[src/rtl/muldiv_unit.sv]
// muldiv_unit: iterative RV32M multiply/divide unit.
//
// Takes one operation per start handshake and computes MUL, MULH, MULHSU, MULHU, DIV, DIVU,
// REM and REMU. Signed operands are reduced to magnitudes when the operation is accepted.
// An unsigned shift-add / restoring-divide core then resolves one bit per cycle in a
// 2*DATA_WIDTH accumulator. The result is sign-corrected on the edge that enters DONE.
//
// Optional feature: define MULDIV_FAST_MUL_EN to complete all multiplies through one
// combinational DATA_WIDTH x DATA_WIDTH multiplier, so they finish in a single cycle.
// Divides are iterative in both builds.
//
// Ports:
//   clk_i          clock, rising edge
//   rst_ni         asynchronous active-low reset
//   start_i        request, sampled only when busy_o is low
//   flush_i        abort any in-flight op and return to idle at the next edge
//   mul_div_op_i   RISC-V funct3 encoding of the operation
//   src_a_i        multiplicand / dividend
//   src_b_i        multiplier / divisor
//   busy_o         high while iterating
//   done_o         one-cycle pulse; result_o is valid
//   result_o       held from done_o until the next completed operation
//   div_by_zero_o  qualifies done_o; divide op had a zero divisor
module muldiv_unit #(
  parameter int unsigned DATA_WIDTH = 32,
  parameter int unsigned OP_WIDTH   = 3,
  parameter int unsigned CNT_WIDTH  = $clog2(DATA_WIDTH) + 1
) (
  input  logic                  clk_i,
  input  logic                  rst_ni,
  input  logic                  start_i,
  input  logic                  flush_i,
  input  logic [OP_WIDTH-1:0]   mul_div_op_i,
  input  logic [DATA_WIDTH-1:0] src_a_i,
  input  logic [DATA_WIDTH-1:0] src_b_i,
  output logic                  busy_o,
  output logic                  done_o,
  output logic [DATA_WIDTH-1:0] result_o,
  output logic                  div_by_zero_o
);

  localparam int unsigned W = DATA_WIDTH;

  typedef enum logic [1:0] {StIdle, StCalc, StDone} state_e;

  state_e                state_q, state_d;
  logic [CNT_WIDTH-1:0]  cnt_q, cnt_d;
  logic [OP_WIDTH-1:0]   op_q, op_d;
  logic                  neg_q, neg_d;
  logic [W-1:0]          opnd_q, opnd_d;    // multiplicand or divisor magnitude
  logic [2*W-1:0]        acc_q, acc_d;      // product, or {remainder, quotient}
  logic [W-1:0]          result_q, result_d;
  logic                  dbz_q, dbz_d;

  // Sign-corrects the finished accumulator and picks the architectural result.
  function automatic logic [W-1:0] select_result(input logic is_div, input logic is_rem,
                                                 input logic is_lo, input logic neg,
                                                 input logic [2*W-1:0] acc);
    logic [2*W-1:0] prod;
    logic [W-1:0]   sel;
    if (!is_div) begin
      // Negate the full product so the high half carries the borrow correctly.
      prod = neg ? -acc : acc;
      sel  = is_lo ? prod[W-1:0] : prod[2*W-1:W];
    end else begin
      sel = is_rem ? acc[2*W-1:W] : acc[W-1:0];
      if (neg) begin
        sel = -sel;
      end
    end
    return sel;
  endfunction

  // Decode of the incoming request.
  logic         in_div, in_rem, in_a_signed, in_b_signed;
  logic         a_neg, b_neg, in_neg, in_div_zero, in_ovf;
  logic [W-1:0] a_mag, b_mag;

  assign in_div      = mul_div_op_i[2];
  assign in_rem      = mul_div_op_i[2] & mul_div_op_i[1];
  assign in_a_signed = in_div ? ~mul_div_op_i[0] : (mul_div_op_i[1] ^ mul_div_op_i[0]);
  assign in_b_signed = in_div ? ~mul_div_op_i[0] : (mul_div_op_i[1:0] == 2'b01);
  assign a_neg       = in_a_signed & src_a_i[W-1];
  assign b_neg       = in_b_signed & src_b_i[W-1];
  assign a_mag       = a_neg ? -src_a_i : src_a_i;
  assign b_mag       = b_neg ? -src_b_i : src_b_i;
  // Remainder takes the dividend's sign; quotient and products take the XOR.
  assign in_neg      = (in_div && in_rem) ? a_neg : (a_neg ^ b_neg);
  assign in_div_zero = in_div & (src_b_i == '0);
  assign in_ovf      = in_div & ~mul_div_op_i[0] & (src_a_i == {1'b1, {(W-1){1'b0}}}) &
                       (src_b_i == '1);

`ifdef MULDIV_FAST_MUL_EN
  logic           in_mul_lo;
  logic [2*W-1:0] fast_prod;
  assign in_mul_lo = (mul_div_op_i[2:0] == 3'b000);
  assign fast_prod = {{W{1'b0}}, a_mag} * {{W{1'b0}}, b_mag};
`endif

  // One iteration of the core.
  logic           q_div, q_rem, q_lo;
  logic [W:0]     mul_sum;
  logic [W:0]     div_diff;
  logic [2*W-1:0] step_acc;

  assign q_div = op_q[2];
  assign q_rem = op_q[2] & op_q[1];
  assign q_lo  = (op_q[2:0] == 3'b000);

  always_comb begin
    mul_sum  = {1'b0, acc_q[2*W-1:W]} + (acc_q[0] ? {1'b0, opnd_q} : {(W+1){1'b0}});
    // Partial remainder shifted left; the bit shifted out joins the trial subtraction.
    div_diff = acc_q[2*W-1:W-1] - {1'b0, opnd_q};
    if (!q_div) begin
      step_acc = {mul_sum, acc_q[W-1:1]};
    end else if (div_diff[W]) begin
      step_acc = {acc_q[2*W-2:0], 1'b0};
    end else begin
      step_acc = {div_diff[W-1:0], acc_q[W-2:0], 1'b1};
    end
  end

  always_comb begin
    state_d  = state_q;
    cnt_d    = cnt_q;
    op_d     = op_q;
    neg_d    = neg_q;
    opnd_d   = opnd_q;
    acc_d    = acc_q;
    result_d = result_q;
    dbz_d    = dbz_q;

    unique case (state_q)
      StCalc: begin
        acc_d = step_acc;
        cnt_d = cnt_q - CNT_WIDTH'(1);
        if (cnt_q == CNT_WIDTH'(1)) begin
          state_d  = StDone;
          result_d = select_result(q_div, q_rem, q_lo, neg_q, step_acc);
          dbz_d    = 1'b0;
        end
      end
      default: begin
        if (state_q == StDone) begin
          state_d = StIdle;
        end
        if (start_i) begin
          op_d   = mul_div_op_i;
          neg_d  = in_neg;
          opnd_d = in_div ? b_mag : a_mag;
          acc_d  = {{W{1'b0}}, (in_div ? a_mag : b_mag)};
          if (in_div_zero) begin
            state_d  = StDone;
            result_d = in_rem ? src_a_i : '1;
            dbz_d    = 1'b1;
          end else if (in_ovf) begin
            state_d  = StDone;
            result_d = in_rem ? '0 : src_a_i;
            dbz_d    = 1'b0;
`ifdef MULDIV_FAST_MUL_EN
          end else if (!in_div) begin
            state_d  = StDone;
            result_d = select_result(1'b0, 1'b0, in_mul_lo, in_neg, fast_prod);
            dbz_d    = 1'b0;
`endif
          end else begin
            state_d = StCalc;
            cnt_d   = CNT_WIDTH'(W);
          end
        end
      end
    endcase

    // Flush wins over everything and never touches the visible result.
    if (flush_i) begin
      state_d  = StIdle;
      cnt_d    = '0;
      result_d = result_q;
      dbz_d    = dbz_q;
    end
  end

  always_ff @(posedge clk_i or negedge rst_ni) begin
    if (!rst_ni) begin
      state_q  <= StIdle;
      cnt_q    <= '0;
      op_q     <= '0;
      neg_q    <= 1'b0;
      opnd_q   <= '0;
      acc_q    <= '0;
      result_q <= '0;
      dbz_q    <= 1'b0;
    end else begin
      state_q  <= state_d;
      cnt_q    <= cnt_d;
      op_q     <= op_d;
      neg_q    <= neg_d;
      opnd_q   <= opnd_d;
      acc_q    <= acc_d;
      result_q <= result_d;
      dbz_q    <= dbz_d;
    end
  end

  assign busy_o        = (state_q == StCalc);
  assign done_o        = (state_q == StDone);
  assign result_o      = result_q;
  assign div_by_zero_o = dbz_q;

endmodule

[config.mk]
export PLATFORM = sky130hd
export DESIGN_NAME = muldiv_unit
export DESIGN_NICKNAME = d
export VERILOG_FILES = /design/src/rtl/muldiv_unit.sv
export SDC_FILE = /design/constraint.sdc
export NUM_CORES = 1
export LEC_CHECK = 0
export ABC_AREA = 1
export ABC_CLOCK_PERIOD_IN_PS = 4600
export CORE_ASPECT_RATIO = 1.4
export CORE_MARGIN = 2
export CORE_UTILIZATION = 40
export CTS_CLUSTER_DIAMETER = 60
export DETAILED_ROUTE_END_ITERATION = 10
export PLACE_DENSITY_LB_ADDON = 0.05
export REMOVE_ABC_BUFFERS = 1
export SETUP_SLACK_MARGIN = 0.15
export SYNTH_ARGS = -nofsm -noshare
export SYNTH_HDL_FRONTEND = slang
export SYNTH_SLANG_ARGS = --single-unit
[constraint.sdc]
create_clock -name clk_i -period 4.6 [get_ports clk_i]
set_input_delay 0.46 -clock clk_i [delete_from_list [all_inputs] [get_ports clk_i]]
set_output_delay 0.46 -clock clk_i [all_outputs]
set_load 0.005 [all_outputs]
* Word level (Yosys, flattened, before mapping)
Cells that the tools add are included.
** Storage, ports and cells
- Register bits after elaboration :: 141
- Output and inout bits :: 35
- Word-level logic and storage cells :: 90
- Bits of input ports :: 71
** Cells by class
- Eq/ne operators :: 10
- Muxes and demuxes :: 41
- Reduce and logical (&&, ||, !) cells :: 11
- Bitwise gates (word level) :: 13
- Add/sub/neg operators :: 7
** Operators by type and width (count)
- 32-bit 2-to-1 mux :: 16
- 64-bit 2-to-1 mux :: 5
- 32-bit negator :: 3
- 32-bit == test (second input constant) :: 2
- 64-bit negator :: 1
- 32-bit by 32-bit adder with 33-bit output :: 1
- 33-bit by 32-bit subtractor with 33-bit output :: 1
- 32-bit zero test :: 1
- 6-bit 2-to-1 mux :: 5
- 2-bit 2-to-1 mux :: 7
- 1-bit AND :: 8
- 1-bit 2-to-1 mux :: 8
- 6-bit by 1-bit == test with 1-bit output (second input constant) :: 1
- 3-bit inequality test (second input constant) :: 2
- 3-bit nonzero test :: 2
- 6-bit by 1-bit subtractor with 6-bit output (second input constant) :: 1
- 2-bit by 1-bit == test with 1-bit output (second input constant) :: 2
- 2-bit AND reduction :: 2
- 4-bit AND reduction :: 1
- 4-bit nonzero test :: 1
- 3-bit zero test :: 1
- 3-bit by 2-bit inequality test with 1-bit output (second input constant) :: 1
- 1-bit NOT :: 3
- 3-bit AND reduction :: 1
- other kinds (5) :: 6

* Depth between registers and ports, before layout
- Depth after elaboration :: 9
- Mapped depth :: 40
- Depth with buffers taken out :: 39

* Worst setup path before layout
No wires, ideal clock.
- Path type :: reg2reg
- Start point :: register acc_q[31]
- End point :: register result_q[26] (netlist: result_o[26])
- Buffers on the path :: 1
- Library setup time :: 117 ps
- Stages on the path, launching flop included :: 39
- Path slack :: 407 ps
- Arrival :: 4076 ps
- Clock period less this slack :: 4193 ps
- Required time :: 4483 ps
- Cell sequence :: dfrtp_1 -> inv_1 -> ha_1 -> inv_1 -> fa_1 -> nand2_1 -> nand2_1 -> nand3_1 -> nand2_2 -> nand2_1 -> nand2_2 -> nand2_4 -> nand3_2 -> nand3_1 -> buf_4 -> nand2_1 -> inv_1 -> ha_1 -> (+3 left out) -> nor2_2 -> nand2_2 -> nor2_4 -> nand2_2 -> nor2_2 -> nand3_2 -> nor3_2 -> inv_1 -> nor2_2 -> nand3_1 -> nand2_2 -> nand3_1 -> nand3_1 -> nand2_1 -> nand2_1 -> nand2_1 -> nand2_1 -> nand2_1
** Between the ends
- Longest elaborated chain between the ends :: 9
- Elaborated cells on any way between the ends :: 12
- Those cells by class :: add/sub: 3; mux: 9
** Ends and longest elaborated chain
- from (decl) :: RTL line 51 : logic [2*W-1:0] acc_q, acc_d;
- from (signal assigned) :: RTL line 190 : acc_q <= '0;
- from (signal assigned) :: RTL line 199 : acc_q <= acc_d;
- 33-bit by 32-bit subtractor with 33-bit output :: RTL line 113 : div_diff = acc_q[2*W-1:W-1] - {1'b0, opnd_q};
- 64-bit 2-to-1 mux :: RTL line 116 : end else if (div_diff[W]) begin
- 64-bit 2-to-1 mux * :: RTL line 114 : if (!q_div) begin
- 64-bit negator or 32-bit 2-to-1 mux (tied branches) :: RTL line 63, 66
- 64-bit 2-to-1 mux or 32-bit negator (tied branches) :: RTL line 63, 68
- 32-bit 2-to-1 mux (on tied branches) :: RTL line 64, 67
- 32-bit 2-to-1 mux * :: RTL line 61 : if (!is_div) begin
- 32-bit 2-to-1 mux * :: RTL line 137 : if (cnt_q == CNT_WIDTH'(1)) begin
- 32-bit 2-to-1 mux * :: RTL line 133 : unique case (state_q)
- to (signal assigned) :: RTL line 200 : result_q <= result_d;
- to (decl) :: RTL line 52 : logic [W-1:0] result_q, result_d;
Every way passes the cells marked *; elsewhere a longest branch is shown, timed or not. The select of a mux whose other input is x is not followed.
A chain may end at the register's enable or synchronous reset.

* Final worst setup path
- Start point :: register acc_q[31]
- End point :: register result_q[22] (netlist: result_o[22])
The elaborated chain is that of the path after synthesis.

==> results.py <==
metrics = {
    "outcome": {
        "status": "finished, final reports clean",
    },
    "layout": {
        "fill_cells": 4952,
        "layout_commonest_cell": "nand2_1",
        "final_nets": 3574,
        "seq_area_um2": 3540,
        "multi_input_area_um2": 13300,
        "final_layout_size_suffix_gt1_share_pct": 11.9,
        "mostFrequentLayoutCells": "nand2_1 (974), inv_1 (433), nand3_1 (271), nor2_1 (264), buf_4 (188)",
        "area_growth_pct": 21.2,
    },
    "worst_setup_path": {
        "startpoint": "acc_q[31]",
        "start_kind": "register",
        "endpoint_kind": "register",
        "path_common_cell": "nand2_2",
        "r2r-start": "acc_q[31]",
        "worstPathArrival_ns": 4.78,
        "reg2reg_to": "result_o[22]",
        "rrSetupSlack_ns": 0.21,
        "setup.worst_path.class": "reg -> reg",
        "critical_path_peak_fanout": 8,
        "cp_slowest_cell": "dfrtp_1",
        "r2r.worst_path.cells": 36,
        "required_ns": 4.99,
        "slowest_delay_ns": 0.39,
    },
    "route": {
        "first_iter_violations": 2490,
        "final_antenna_net_count": 0,
        "wire_per_inst_um": 23.7,
        "num_vias": 23600,
        "wl_mm": 96.1,
        "dr.pass1.iters": 6,
        "vias_per_cell": 5.81,
        "drcViolationCount": 0,
    },
    "placed_design": {
        "place_hpwl_mm": 75.5,
        "place.gp.congestion": 1.04,
        "io_buffer_count": 105,
    },
    "cts": {
        "clock_latency_ns": 0.48,
        "cts_made_buffers": 17,
        "cts_buffer_depth": 2,
        "htree_levels": 4,
        "cts_tree": "yes",
        "holdBufCountCts": 0,
        "cts-root-buf": "clkbuf_16",
        "clk_pin_slew_ns": 0.07,
        "cts.sinks": 141,
    },
    "sta": {
        "fin_tns_setup_ns": 0,
        "tightest_slew_ns": 0.999,
        "final_hold_viol_count": 0,
        "rsz0062_at_grt": "yes",
        "relSlewSlack_pct": 32.7,
        "finalCriticalPeriod_ns": 4.39,
        "clock.fmax_mhz": 228,
        "slew_violations": 0,
        "setup_viol": 0,
        "worst_clock_skew_ns": 0.0201,
        "period_share_pct": 95.5,
    },
    "power": {
        "leakagePower_uw": 0.0115,
        "power_uw": 16500,
        "vdd_ir_drop_max_v": 0.000344,
        "power-per-cell-area_nw_per_um2": 735,
    },
    "grt": {
        "overflow": 0,
        "antenna_found_initial": 3,
        "grt_pass1_vias": 22400,
        "track_usage_pct": 39.4,
        "grt_pass1_wl_mm": 139,
        "grt_max_degree": 90,
    },
    "floorplan": {
        "rows": 93,
        "pin_count": 106,
        "die_width_um": 186,
        "die_h_um": 259,
        "initial_core_util_pct": 40.4,
        "die_area_um2": 48200,
        "coreArea_um2": 46000,
    },
    "logic_synthesis": {
        "ys.flop_type": "dfrtp_1",
        "synthDistinctLibCells": 57,
        "syn-cell-area_um2": 18600,
        "async_flop_share_pct": 100,
        "synth_cells": 3223,
        "ys_ff_latch": 141,
        "avgSynthCellArea_um2": 5.77,
        "ys_seq_area_share_pct": 19.0,
        "synth_warnings": 0,
        "synth_edf_count": 0,
    },
    "flow_run": {
        "drv_cap": 0,
    },
    "worst_hold_path": {
        "hold_class": "in -> async",
    },
}
[synthesized netlist by cell type (17+ instances only)]
cell type | instances | area, um2
nand2_1 | 988 | 3710
inv_1 | 440 | 1650
nand3_1 | 281 | 1410
nor2_1 | 280 | 1050
o21ai_0 | 165 | 826
a21oi_1 | 161 | 806
dfrtp_1 | 141 | 3530
ha_1 | 74 | 926
clkbuf_1 | 72 | 270
nand4_1 | 67 | 419
xor2_1 | 66 | 578
nor3_1 | 43 | 215
o22ai_1 | 43 | 269
a22oi_1 | 28 | 210
xnor2_1 | 27 | 236
o221ai_1 | 26 | 228
o21ai_1 | 22 | 110
nand2_2 | 21 | 131
o211ai_1 | 21 | 158
buf_1 | 17 | 63.8
buf_2 | 17 | 85.1
inv_2 | 17 | 63.8
or2_2 | 17 | 106
[where the power goes]
part           internal, uW  total (uW)  switching [uW]
logic                  4360       13000            8680
registers              1650        2040             386
clock network           768        1470             704
[critical path, delay by kind of cell, from the launching register on]
kind / cells / cell delay (ns)
simple gates: 27 / 2.79
fa+ha+maj: 3 / 0.63
flops: 1 / 0.39
buf+inv: 5 / 0.32
compound gates: 1 / 0.18
[repair_timing]
action / 4_1_cts / 5_1_grt
endpoints found under the setup margin: 18 / 29
buffers inserted: 1 / 17
gates cloned: 0 / 1
pin swaps: 2 / 29
resized for setup: 9 / 85
[per-layer routing]
metal  global-route usage [%]  wire length (um)  vias up
met2                     63.4             44000     1264
met4                     26.7              7280        2
met1                     48.6             37300    11100
met5                        0                13        -
li1                         -                 -    11000
met3                     5.32              7520      285
[flip-flops by register name (all words and copies together) (netlist names)]
name and cells:
neg_q 1, result_o 32, opnd_q 32, acc_q 64
div_by_zero_o 1, cnt_q 6, state_q 2, op_q 3
[how the worst max path moves through the flow]
stage	slack (ns)	to	depth (start not counted)
after CTS	0.15	result_o[17]	27
final	0.21	result_o[22]	36
after global routing	-0.07	result_o[22]	36
after detailed placement	0.04	result_o[24]	33
after floorplan	-1.97	result_o[22]	25
after global placement	0.13	result_o[20]	24
[area by class of cell]
| type | instances | share of cell area [%] |
|---|---|---|
| clock buffers | 18 | 1.95 |
| well taps | 617 | 3.43 |
| diodes | 1 | 0.0111 |
| repair buffers | 301 | 11.6 |
| inverters | 463 | 7.71 |
| flip-flops and latches | 141 | 15.7 |
| clock inverters | 14 | 0.600 |
| multi-input cells | 2503 | 59.0 |
[through the flow]
| stage | area (um2) | utilization (%) | instances | setup slack [ns] | hold WS [ns] |
|---|---|---|---|---|---|
| floorplan | 18000 | - | 3106 | -1.97 | 0.164 |
| global placement | 21300 | 46.4 | 4006 | 0.126 | 0.465 |
| detailed placement | 21300 | 46.4 | 4006 | 0.0441 | 0.466 |
| CTS | 21900 | 47.7 | 4039 | 0.152 | 0.128 |
| global route | 22500 | 49.0 | 4057 | -0.0704 | 0.179 |
| finish | 22500 | 49.0 | 4058 | 0.207 | 0.0904 |
[logic make-up after synthesis]
| logic type | after synthesis | share of synthesized area [%] |
|---|---|---|
| DFF | 141 | 19.0 |
| buffers and inverters | 580 | 12.2 |
| and+or+nand+nor | 1765 | 40.7 |
| muxes | 1 | 0.0539 |
| xor gates and xnor gates | 93 | 4.38 |
| AOI/OAI and AO/OA | 567 | 18.4 |
| adders and majority gates | 76 | 5.20 |
(Power assumes the default switching activity.)
